===== src/rtl/imem_loader_pkg.sv =====
// Shared definitions for the instruction-memory loader.
//   - loader_state_e : frame-parser states
//   - loader_status_e: externally visible completion codes
//   - HdrBytes / WordBytes: frame geometry
// Optional build macro LOADER_CHECKSUM_EN enables the trailing checksum byte; the enum always
// carries StCsum so the encoding is identical in both builds.
package imem_loader_pkg;

    localparam int unsigned HdrBytes  = 2;  // 16-bit word count, MSB first
    localparam int unsigned WordBytes = 4;  // big-endian 32-bit words

    typedef enum logic [2:0] {
        StHdrHi,
        StHdrLo,
        StData,
        StCsum,
        StDone,
        StErr
    } loader_state_e;

    typedef enum logic [1:0] {
        StatusBusy  = 2'b00,
        StatusDone  = 2'b01,
        StatusError = 2'b10
    } loader_status_e;

    // States in which the loader is willing to take a stream byte.
    function automatic logic accepts_bytes(input loader_state_e s);
        return (s == StHdrHi) || (s == StHdrLo) || (s == StData) || (s == StCsum);
    endfunction

    function automatic loader_status_e status_of(input loader_state_e s);
        case (s)
            StDone:  return StatusDone;
            StErr:   return StatusError;
            default: return StatusBusy;
        endcase
    endfunction

endpackage


===== src/rtl/imem_loader_byte_packer.sv =====
// Packs a byte stream into big-endian 32-bit words.
// Ports:
//   clk_i, rst_ni   clock, asynchronous active-low reset
//   clear_i         synchronous clear (abandon any partial word)
//   byte_valid_i    a byte is being consumed this cycle
//   byte_i          the byte
//   byte_idx_o      position (0..3) the next consumed byte will occupy
//   word_valid_o    high for one cycle, the cycle after the 4th byte of a word was consumed
//   word_o          assembled word (valid while word_valid_o is high)
module imem_loader_byte_packer
    import imem_loader_pkg::*;
(
    input  logic        clk_i,
    input  logic        rst_ni,
    input  logic        clear_i,
    input  logic        byte_valid_i,
    input  logic [7:0]  byte_i,
    output logic [1:0]  byte_idx_o,
    output logic        word_valid_o,
    output logic [31:0] word_o
);

    localparam logic [1:0] LastIdx = 2'(WordBytes - 1);

    logic [1:0]  idx_q;
    logic [31:0] shreg_q;
    logic        word_valid_q;

    always_ff @(posedge clk_i or negedge rst_ni) begin
        if (!rst_ni) begin
            idx_q        <= '0;
            shreg_q      <= '0;
            word_valid_q <= 1'b0;
        end else if (clear_i) begin
            idx_q        <= '0;
            shreg_q      <= '0;
            word_valid_q <= 1'b0;
        end else begin
            word_valid_q <= byte_valid_i && (idx_q == LastIdx);
            if (byte_valid_i) begin
                // MSB arrives first, so shifting left leaves it in [31:24] after four bytes.
                shreg_q <= {shreg_q[23:0], byte_i};
                idx_q   <= idx_q + 2'd1;
            end
        end
    end

    assign byte_idx_o   = idx_q;
    assign word_valid_o = word_valid_q;
    assign word_o       = shreg_q;

endmodule


===== src/rtl/imem_loader.sv =====
// Instruction-memory loader: receives a framed byte stream over valid/ready, packs it into
// big-endian words written at consecutive word addresses, and holds the datapath in reset
// until the frame has loaded cleanly.
// Frame: CNT_HI, CNT_LO (word count N), 4*N payload bytes, [checksum byte].
// Build macro LOADER_CHECKSUM_EN: when defined, a trailing byte equal to the XOR of all payload
// bytes is required (mismatch -> error). When undefined, payload completion goes straight to done.
// Ports:
//   clk_i, rst_ni        clock, asynchronous active-low reset
//   restart_i            synchronous pulse: abandon frame, start a new one
//   in_valid_i/in_ready_o/in_byte_i   byte stream handshake
//   wr_en_o, wr_addr_o, wr_data_o     instruction-memory write port (one strobe per word)
//   cpu_reset_o          active-high datapath reset, released the cycle after done
//   done_o, error_o      frame accepted / frame rejected (levels)
module imem_loader
    import imem_loader_pkg::*;
#(
    parameter int unsigned ADDR_W = 10
) (
    input  logic              clk_i,
    input  logic              rst_ni,
    input  logic              restart_i,
    input  logic              in_valid_i,
    output logic              in_ready_o,
    input  logic [7:0]        in_byte_i,
    output logic              wr_en_o,
    output logic [ADDR_W-1:0] wr_addr_o,
    output logic [31:0]       wr_data_o,
    output logic              cpu_reset_o,
    output logic              done_o,
    output logic              error_o
);

    localparam int unsigned       Capacity = 1 << ADDR_W;
    localparam logic [ADDR_W-1:0] AddrMax  = '1;
    localparam logic [1:0]        LastIdx  = 2'(WordBytes - 1);

    // Where the parser goes once the last payload word (or an empty payload) is in.
`ifdef LOADER_CHECKSUM_EN
    localparam loader_state_e StPayloadEnd = StCsum;
`else
    localparam loader_state_e StPayloadEnd = StDone;
`endif

    loader_state_e     state_q, state_d;
    logic              ready_q;
    logic              cpu_reset_q;
    logic              done_q;
    logic              error_q;
    logic [15:0]       count_q;   // N from the header
    logic [15:0]       words_q;   // payload words completed so far
    logic [ADDR_W-1:0] addr_q;

    logic              accept;
    logic              data_accept;
    logic              word_last_byte;
    logic [15:0]       count_rx;
    logic [1:0]        byte_idx;
    logic              pk_word_valid;
    logic [31:0]       pk_word;

    // restart wins over a concurrent byte by dropping ready combinationally.
    assign in_ready_o     = ready_q & ~restart_i;
    assign accept         = in_valid_i & in_ready_o;
    assign data_accept    = accept & (state_q == StData);
    assign word_last_byte = data_accept & (byte_idx == LastIdx);
    assign count_rx       = {count_q[15:8], in_byte_i};

    imem_loader_byte_packer u_packer (
        .clk_i        (clk_i),
        .rst_ni       (rst_ni),
        .clear_i      (restart_i),
        .byte_valid_i (data_accept),
        .byte_i       (in_byte_i),
        .byte_idx_o   (byte_idx),
        .word_valid_o (pk_word_valid),
        .word_o       (pk_word)
    );

`ifdef LOADER_CHECKSUM_EN
    logic [7:0] csum_q;

    always_ff @(posedge clk_i or negedge rst_ni) begin
        if (!rst_ni) begin
            csum_q <= '0;
        end else if (restart_i) begin
            csum_q <= '0;
        end else if (data_accept) begin
            csum_q <= csum_q ^ in_byte_i;
        end
    end
`endif

    always_comb begin
        state_d = state_q;
        if (restart_i) begin
            state_d = StHdrHi;
        end else if (accept) begin
            unique case (state_q)
                StHdrHi: state_d = StHdrLo;
                StHdrLo: begin
                    if (32'(count_rx) > Capacity) begin
                        state_d = StErr;
                    end else if (count_rx == 16'd0) begin
                        state_d = StPayloadEnd;
                    end else begin
                        state_d = StData;
                    end
                end
                StData: begin
                    if (word_last_byte && ((words_q + 16'd1) == count_q)) begin
                        state_d = StPayloadEnd;
                    end
                end
`ifdef LOADER_CHECKSUM_EN
                StCsum: state_d = (in_byte_i == csum_q) ? StDone : StErr;
`endif
                default: state_d = state_q;
            endcase
        end
    end

    always_ff @(posedge clk_i or negedge rst_ni) begin
        if (!rst_ni) begin
            state_q     <= StHdrHi;
            ready_q     <= 1'b0;
            cpu_reset_q <= 1'b1;
            done_q      <= 1'b0;
            error_q     <= 1'b0;
            count_q     <= '0;
            words_q     <= '0;
            addr_q      <= '0;
        end else begin
            state_q <= state_d;
            ready_q <= accepts_bytes(state_d);
            done_q  <= (status_of(state_d) == StatusDone);
            error_q <= (status_of(state_d) == StatusError);
            if (restart_i) begin
                cpu_reset_q <= 1'b1;
                count_q     <= '0;
                words_q     <= '0;
                addr_q      <= '0;
            end else begin
                // One-cycle lag: the last word's write strobe completes before release.
                cpu_reset_q <= (state_q != StDone);
                if (accept && (state_q == StHdrHi)) begin
                    count_q[15:8] <= in_byte_i;
                end
                if (accept && (state_q == StHdrLo)) begin
                    count_q[7:0] <= in_byte_i;
                end
                if (word_last_byte) begin
                    words_q <= words_q + 16'd1;
                end
                // Header check bounds N, so saturating at the top address never loses a write.
                if (pk_word_valid && (addr_q != AddrMax)) begin
                    addr_q <= addr_q + ADDR_W'(1);
                end
            end
        end
    end

    assign wr_en_o     = pk_word_valid;
    assign wr_addr_o   = addr_q;
    assign wr_data_o   = pk_word;
    assign cpu_reset_o = cpu_reset_q;
    assign done_o      = done_q;
    assign error_o     = error_q;

endmodule


===== config.mk =====
export PLATFORM = sky130hd
export DESIGN_NAME = imem_loader
export DESIGN_NICKNAME = d
export VERILOG_FILES = /design/src/rtl/imem_loader_pkg.sv /design/src/rtl/imem_loader_byte_packer.sv /design/src/rtl/imem_loader.sv
export SDC_FILE = /design/constraint.sdc
export NUM_CORES = 1
export LEC_CHECK = 0
export ABC_AREA = 1
export CORE_ASPECT_RATIO = 1.75
export CORE_MARGIN = 5
export CORE_UTILIZATION = 35
export CTS_BUF_LIST = sky130_fd_sc_hd__clkbuf_16
export CTS_CLUSTER_DIAMETER = 100
export DETAILED_ROUTE_END_ITERATION = 10
export PLACE_DENSITY = 0.56
export SKIP_LAST_GASP = 1
export SLEW_MARGIN = 10
export SYNTH_ARGS = -nofsm -noshare
export SYNTH_HDL_FRONTEND = slang
export SYNTH_HIERARCHICAL = 1
export SYNTH_SLANG_ARGS = --single-unit
export TNS_END_PERCENT = 100

===== constraint.sdc =====
create_clock -name clk_i -period 2.4 [get_ports clk_i]
set_input_delay 0.36 -clock clk_i [delete_from_list [all_inputs] [get_ports clk_i]]
set_output_delay 0.36 -clock clk_i [all_outputs]
set_load 0.02 [all_outputs]

==> impl_results.md, run 1 <==
- Vias/cell: 5.06
- DRC violation total after the first TritonRoute iteration: 166
- CP arrival: 2.46 ns
- Worst skew pair latency: 0.34 ns
- Number of flops mapped to enable cells by yosys: 0
- Reg2reg start: words_q[0]$_DFFE_PN0P_
- Clock root buffer: clkbuf_16
- Layout Skew: 0.00556 ns
- Share of layout cells above drive strength 1: 0.0719
- CP delay by family, top: simple AND/OR/NAND/NOR gates
- DRC: 0
- Cells on worst reg2reg path: 14
- Largest net degree at the start of global routing: 48
- Cts repair resizes: 0
- Synthesized cell area: 4250 µm²
- Routability Congestion: 0.843
- Number of max-cap violations: 0
- Final hold vios: 0
- Yosys reg bits: 84
- Num Clock Sinks: 84
- Synth Instances: 555
- DP HPWL: 8.89 mm
- Crit. Startpoint: words_q[0]$_DFFE_PN0P_
- Antenna Nets Post-Route: 0
- P per Cell Area: 584 nW/µm²
- CP peak stage delay: 0.44 ns
- Most common cell after layout, fill and taps aside: nand2_1
- CTS buffer count: 9
- Die area: 14500 µm²
- Syn-to-layout area delta: 25.1%
- Most used DFF post-synth: dfrtp_1
- Critical path, cell by cell: ha_1 > inv_1 > nor2_1 > nor3b_1 > nand3_1 > nor2_1 > nand2_1 > nor2_1 > nand2_1 > nand2_1 > nand2_1 > nand2_2 > nand2_1 > nor2_1
- Worst ir drop on vdd: 0.323 mV
- Initial antenna violation count: 0
- Most frequent cells in the layout: 186 x nand2_1, 83 x dfrtp_1, 79 x nand3_1, 61 x inv_1, 57 x clkdlybuf4s50_1
- CP required: 2.67 ns
- Initial Util: 0.356
- Die Y: 156 µm
- Layout fillers: 1232
- All-Layer GR Usage: 0.169
- CP most frequent cell: nand2_1
- Fin Hold WS: 0.00108 ns
- Max Slew Vio Count: 0
- Post-route non-filler standard cell count: 763
- Worst path depth: 14
- Crit. End Element: flip-flop
- DP Area: 5020 µm²
- Slew margin rel.: 0.491
- ANT cells: 0
- Unrepaired setup endpoints after global routing: false
- Clock slew at reported path FFs: 0.06 ns
- Crit path kind: reg -> reg
- Final TNS setup: 0 ns
- Period minus WS final: 2.19 ns
- DR vias: 3861
- Yosys warning count: 6
- Critical-path maximum fanout: 6
- Final period util: 0.911
- Hold_buf cts: 0
- Sequential area share after synthesis: 0.495
- Final Net Count: 636
- Syn_area_per_cell: 7.66 µm²
- Worst Max-Slew Pin Slew: 0.762 ns
- Number of top-level pins: 59
- Number of global-route vias before repair: 3879
- Design area: 5320 µm²
- Avg WL per Cell: 15.4 µm
- Dpl cells: 747
- Status: finished, final reports clean
- CORE AREA: 11900 µm²
- Synthesized net count: 570
- Overall Power: 0.00310 W
- # port buffers: 58
- Final wirelength: 11.8 mm
- Asr flop ratio synth: 1.00
- Highest clock rate: 458 MHz
- Crit start category: flip-flop
- CTS tree: built
- Pre-Repair DR Iteration Count: 5
- Post-synth cell types: 32
- Slowest-stage cell, CP: dfrtp_1
- Lkg Pwr: 2.50 nW
- First-pass GRT wire length: 19.4 mm
- Core Rows: 53
- Post-CTS Setup Repair Bufs: 0
- Die width: 93.3 µm
- Buffers and inverters on the worst path: 1
- H-tree levels: 3
- Final setup fails: 0
- Clk buf depth: 2
- Worst min path class: in -> async
- Total grt overflow: 0
[state kept, by name (all words and copies together) (netlist names)]
signal,cells
state_q,3
count_q,16
cpu_reset_o,1
words_q,16
wr_addr_o,10
u_packer/word_o,32
done_o,1
error_o,1
u_packer/word_valid_o,1
u_packer/byte_idx_o,2
ready_q,1
[path summary, 6_finish.rpt]
path	slack, ns	endpoint
max	0.21	done_o$_DFF_PN0_
min	0.001	u_packer/word_o[19]$_DFFE_PN0P_
max reg2reg	0.21	done_o$_DFF_PN0_
min reg2reg	0.47	u_packer/word_o[29]$_DFFE_PN0P_
max in group asynchronous	1.74	u_packer/byte_idx_o[0]$_DFFE_PN0P_
min in group clk_i	0.47	u_packer/word_o[29]$_DFFE_PN0P_
[cell usage after synthesis (3+ instances only)]
cell type    n  share of area
buf_6        4          0.011
nor2_4       3         0.0079
inv_1       60          0.053
a211oi_1     4         0.0071
nor2_2       5         0.0074
xor2_1       3         0.0062
nor3_1       5         0.0059
nand2_1    186           0.16
clkbuf_1     3         0.0026
o21ai_0     28          0.033
ha_1         3         0.0088
nand4_1     10          0.015
buf_2        7         0.0082
a21oi_1      8         0.0094
inv_2        3         0.0026
nand3_1     79          0.093
nor2_1      35          0.031
dfrtp_1     83           0.49
o22ai_1     10          0.015
[power breakdown]
group	switching (W)	leakage, nW	total (W)	internal (W)
Clock	0.000584	0.143	0.00139	0.000803
Sequential	0.0000203	1.15	0.00146	0.00144
Combinational	0.000170	1.21	0.000253	0.0000826
[stage by stage]
stage	setup WS (ns)	utilization
3_3_place_gp	0.201	0.421
4_1_cts	0.217	0.445
5_1_grt	0.0179	0.445
3_5_place_dp	0.117	0.421
2_1_floorplan	0.552	-
6_report	0.214	0.445
[logic make-up after synthesis]
group	count (synthesis)	share of synthesized area
compound gates	52	0.0668
xor+xnor	5	0.0103
simple gates	331	0.339
flops	84	0.495
fa+ha+maj	3	0.00883
buf+inv	80	0.0807
[layout make-up]
type                            count  area (µm²)  share of cell area
Clock buffer                        9         225              0.0424
Multi-Input combinational cell    391        1810               0.340
Inverter                           64         240              0.0452
Clock inverter                      7        67.6              0.0127
Sequential cell                    84        2100               0.396
Tap cell                          137         171              0.0323
Timing Repair Buffer               71         701               0.132
[metal layers]
metal,vias up,GRT usage,part of all wire
li1,1922,-,-
met1,1847,0.188,0.39
met2,76,0.315,0.56
met3,16,0.0304,0.031
met4,0,0.0594,0.021
met5,-,0,0
Power figures use the tool's default switching activity.
==> inputs of run 2 (changes only) <==
--- a/config.mk
+++ b/config.mk
@@ -5,9 +5,8 @@
 export SDC_FILE = /design/constraint.sdc
 export NUM_CORES = 1
 export LEC_CHECK = 0
-export ABC_AREA = 1
 export CORE_ASPECT_RATIO = 1.75
-export CORE_MARGIN = 5
+export CORE_MARGIN = 2
 export CORE_UTILIZATION = 35
 export CTS_BUF_LIST = sky130_fd_sc_hd__clkbuf_16
 export CTS_CLUSTER_DIAMETER = 100
==> run 2 against run 1 <==
  * Maximum frequency about the same
  * Worst setup slack got worse by 0.0011 ns
  * Hold slack improved by 0.0015 ns
  * Sequential power about the same
  * Wire length decreased by 4.2%
  * Die area decreased by 9.2%
  * Global-route usage increased by 1.5 points
  * Combinational power increased by 19%
  * Cell count decreased by 10%
  * Sequential share of layout area decreased by 1.4 points
  * Critical path type unchanged
==> impl_results.md, run 2 <==
- Asr flop ratio synth: 1.00 (unchanged)
- ANT cells: 0 (unchanged)
- Die Y: 150 µm (-3.4%)
- Most frequent cells in the layout: 83 x dfrtp_1, 73 x nor2_1, 56 x clkdlybuf4s50_1, 39 x mux2i_1, 37 x buf_4
- Antenna Nets Post-Route: 0 (unchanged)
- Layout fillers: 1181 (-4.1%)
- Design area: 5510 µm² (+3.6%)
- Worst skew pair latency: 0.34 ns (about the same)
- Synth Instances: 432 (-22%)
- Cts repair resizes: 0 (unchanged)
- # port buffers: 58 (unchanged)
- CORE AREA: 12000 µm² (+0.56%)
- Max Slew Vio Count: 0 (unchanged)
- Slowest-stage cell, CP: or4_1
- Period minus WS final: 2.19 ns (+0.00112 ns)
- CP peak stage delay: 0.40 ns (-0.04 ns)
- First-pass GRT wire length: 18.7 mm (-4.0%)
- Core Rows: 53 (unchanged)
- Slew margin rel.: 0.624 (+0.134)
- Cells on worst reg2reg path: 8 (-6)
- Critical path endpoint: state_q[2]$_DFF_PN0_
- Syn-to-layout area delta: 28.4%
- Multiplexer share of the synthesized area: 0.0910 (+0.0910)
- Clk buf depth: 2 (unchanged)
- Die area: 13200 µm² (-9.2%)
- Post-synth top area cell: dfrtp_1
- Crit path kind: reg -> reg
- Crit. End Element: flip-flop
- Largest net degree at the start of global routing: 52 (+8.3%)
- Share of layout cells above drive strength 1: 0.127 (+0.0548)
- Most used DFF post-synth: dfrtp_1
- Lkg Pwr: 2.34 nW (-6.5%)
- Fin Hold WS: 0.00256 ns (+0.00148 ns)
- Num Clock Sinks: 84 (unchanged)
- Number of flops mapped to enable cells by yosys: 0 (unchanged)
- Final wirelength: 11.3 mm (-4.2%)
- Syn_area_per_cell: 9.93 µm² (+30%)
- Critical-path maximum fanout: 6 (unchanged)
- CTS buffer count: 9 (unchanged)
- Largest family of logic cells by synthesized area: simple AND/OR/NAND/NOR gates
- Worst min path class: in -> async
- Ranking of synthesized cells by area: dfrtp_1 48%, mux2i_1 9.1%, nor2_1 6.4%
- Worst R2R End: state_q[2]$_DFF_PN0_
- Post-CTS Setup Repair Bufs: 0 (unchanged)
- Post-synth cell types: 56 (+75%)
- Yosys warning count: 6 (unchanged)
- Number of global-route vias before repair: 3662 (-5.6%)
- Most common cell after layout, fill and taps aside: dfrtp_1
- Number of flip-flops in the largest register: 32 (unchanged)
- Vias/cell: 5.04 (-0.44%)
- Avg WL per Cell: 16.4 µm (+6.6%)
- DRC: 0 (unchanged)
- CTS tree: built
- Sequential area share after synthesis: 0.490 (-0.00462)
- Critical path, cell by cell: ha_1 > nand3_1 > buf_4 > or4_1 > a41oi_1 > a2111oi_2 > and4b_4 > or2_1
- Worst ir drop on vdd: 0.500 mV (+55%)
- Final setup fails: 0 (unchanged)
- Crit start category: flip-flop
- DP Area: 5190 µm² (+3.4%)
- Clock root buffer: clkbuf_16
- CP required: 2.62 ns (-0.05 ns)
- Top cells by count, synth: 83 x dfrtp_1, 73 x nor2_1, 39 x mux2i_1
- XOR/XNOR Fraction of Synth Area: 0.0633 (+0.0530)
- Total grt overflow: 0 (unchanged)
- Post-Synth Adder-Cell Area: 0.00875 (-0.0000824)
- CP arrival: 2.40 ns (-0.06 ns)
- Count leader, synth: dfrtp_1
- Routability Congestion: 0.879 (+4.3%)
- Pre-Repair DR Iteration Count: 4 (-1)
- Layout Skew: 0.00743 ns (+0.00187 ns)
- Number of top-level pins: 59 (unchanged)
- Complex-gate fraction of the synthesized area: 0.0892 (+0.0224)
- Number of max-cap violations: 0 (unchanged)
- DRC violation total after the first TritonRoute iteration: 270 (+63%)
- Crit. Startpoint: words_q[0]$_DFFE_PN0P_
- P per Cell Area: 593 nW/µm² (+1.6%)
- Synthesized cell area: 4290 µm² (+0.94%)
- Hold_buf cts: 0 (unchanged)
- R2R Setup Slk: 0.21 ns (about the same)
- DR vias: 3456 (-10%)
- H-tree levels: 3 (unchanged)
- All-Layer GR Usage: 0.184 (+0.0147)
- Final Net Count: 531 (-17%)
- Synthesized net count: 447 (-22%)
- Initial antenna violation count: 0 (unchanged)
- Yosys reg bits: 84 (unchanged)
- Unrepaired setup endpoints after global routing: false
- Reg2reg start: words_q[0]$_DFFE_PN0P_
- Die width: 87.7 µm (-6.0%)
- Initial Util: 0.357 (+0.00137)
- Final period util: 0.911 (about the same)
- Simple-Gate Fraction of Synth Area: 0.212 (-0.126)
- Final Util: 0.459 (+0.0137)
- DP HPWL: 8.29 mm (-6.7%)
- Highest clock rate: 457 MHz (about the same)
- Clock slew at reported path FFs: 0.06 ns (about the same)
- Final hold vios: 0 (unchanged)
- Area share of the largest cell type after synthesis: 0.484 (-0.00456)
- Status: finished, final reports clean
- Worst Max-Slew Pin Slew: 0.564 ns (-0.199 ns)
[run 2: cell type report]
type,instances,area (µm²),share of cell area
Timing Repair Buffer,94,843,0.153
Multi-Input combinational cell,315,1990,0.362
Clock buffer,9,225,0.0409
Sequential cell,84,2100,0.382
Inverter,12,45.0,0.00818
Clock inverter,7,91.3,0.0166
Tap cell,165,206,0.0375
[run 2: metal layers]
layer | part of all wire | GRT usage | up-vias | wire length [µm]
li1 | - | - | 1663 | -
met1 | 0.39 | 0.205 | 1695 | 4450
met2 | 0.55 | 0.333 | 78 | 6220
met3 | 0.029 | 0.0345 | 20 | 329
met4 | 0.024 | 0.0754 | 0 | 267
met5 | 0 | 0 | - | 0
[run 2: worst min-delay path by stage]
stage               depth (start not counted)    from  slack [ns]                         endpoint
global route                                1  rst_ni        0.04  u_packer/word_o[29]$_DFFE_PN0P_
CTS                                         1  rst_ni        0.03  u_packer/word_o[24]$_DFFE_PN0P_
finish                                      1  rst_ni       0.003  u_packer/word_o[16]$_DFFE_PN0P_
global placement                            1  rst_ni        0.38  u_packer/word_o[24]$_DFFE_PN0P_
detailed placement                          1  rst_ni        0.39  u_packer/word_o[16]$_DFFE_PN0P_
floorplan                                   0  rst_ni        0.06           count_q[0]$_DFFE_PN0P_
[run 2: worst max-delay path, delay by kind of cell, from the launching register on]
family                   cells  cell delay (ns)
AO/OA/AOI/OAI                2             0.33
adder cells (fa/ha/maj)      1             0.17
buffers and inverters        1             0.20
flip-flops                   1             0.35
AND/OR/NAND/NOR              4             1.01
[run 2: power breakdown]
group	total, W	switching, W	internal [W]
registers	0.00149	0.0000405	0.00145
logic	0.000300	0.000174	0.000125
clock network	0.00148	0.000574	0.000906
[run 2: cells by family (layout without fill, tap and decap cells)]
family | after synthesis | after routing
AO/OA/AOI/OAI | 62 | 62
XOR/XNOR | 31 | 31
adder cells (fa/ha/maj) | 3 | 3
buffers and inverters | 33 | 122
flip-flops | 84 | 84
multiplexers | 39 | 39
AND/OR/NAND/NOR | 180 | 180
[run 2: stage by stage]
stage	TNS, ns	std cells	setup slack [ns]	power, W
after floorplan	0	432	0.206	0.00168
after global placement	0	670	0.0454	0.00181
after detailed placement	-0.00742	670	-0.00406	0.00182
after CTS	0	686	0.208	0.00330
after global routing	0	686	0.0483	0.00338
final	0	686	0.213	0.00327
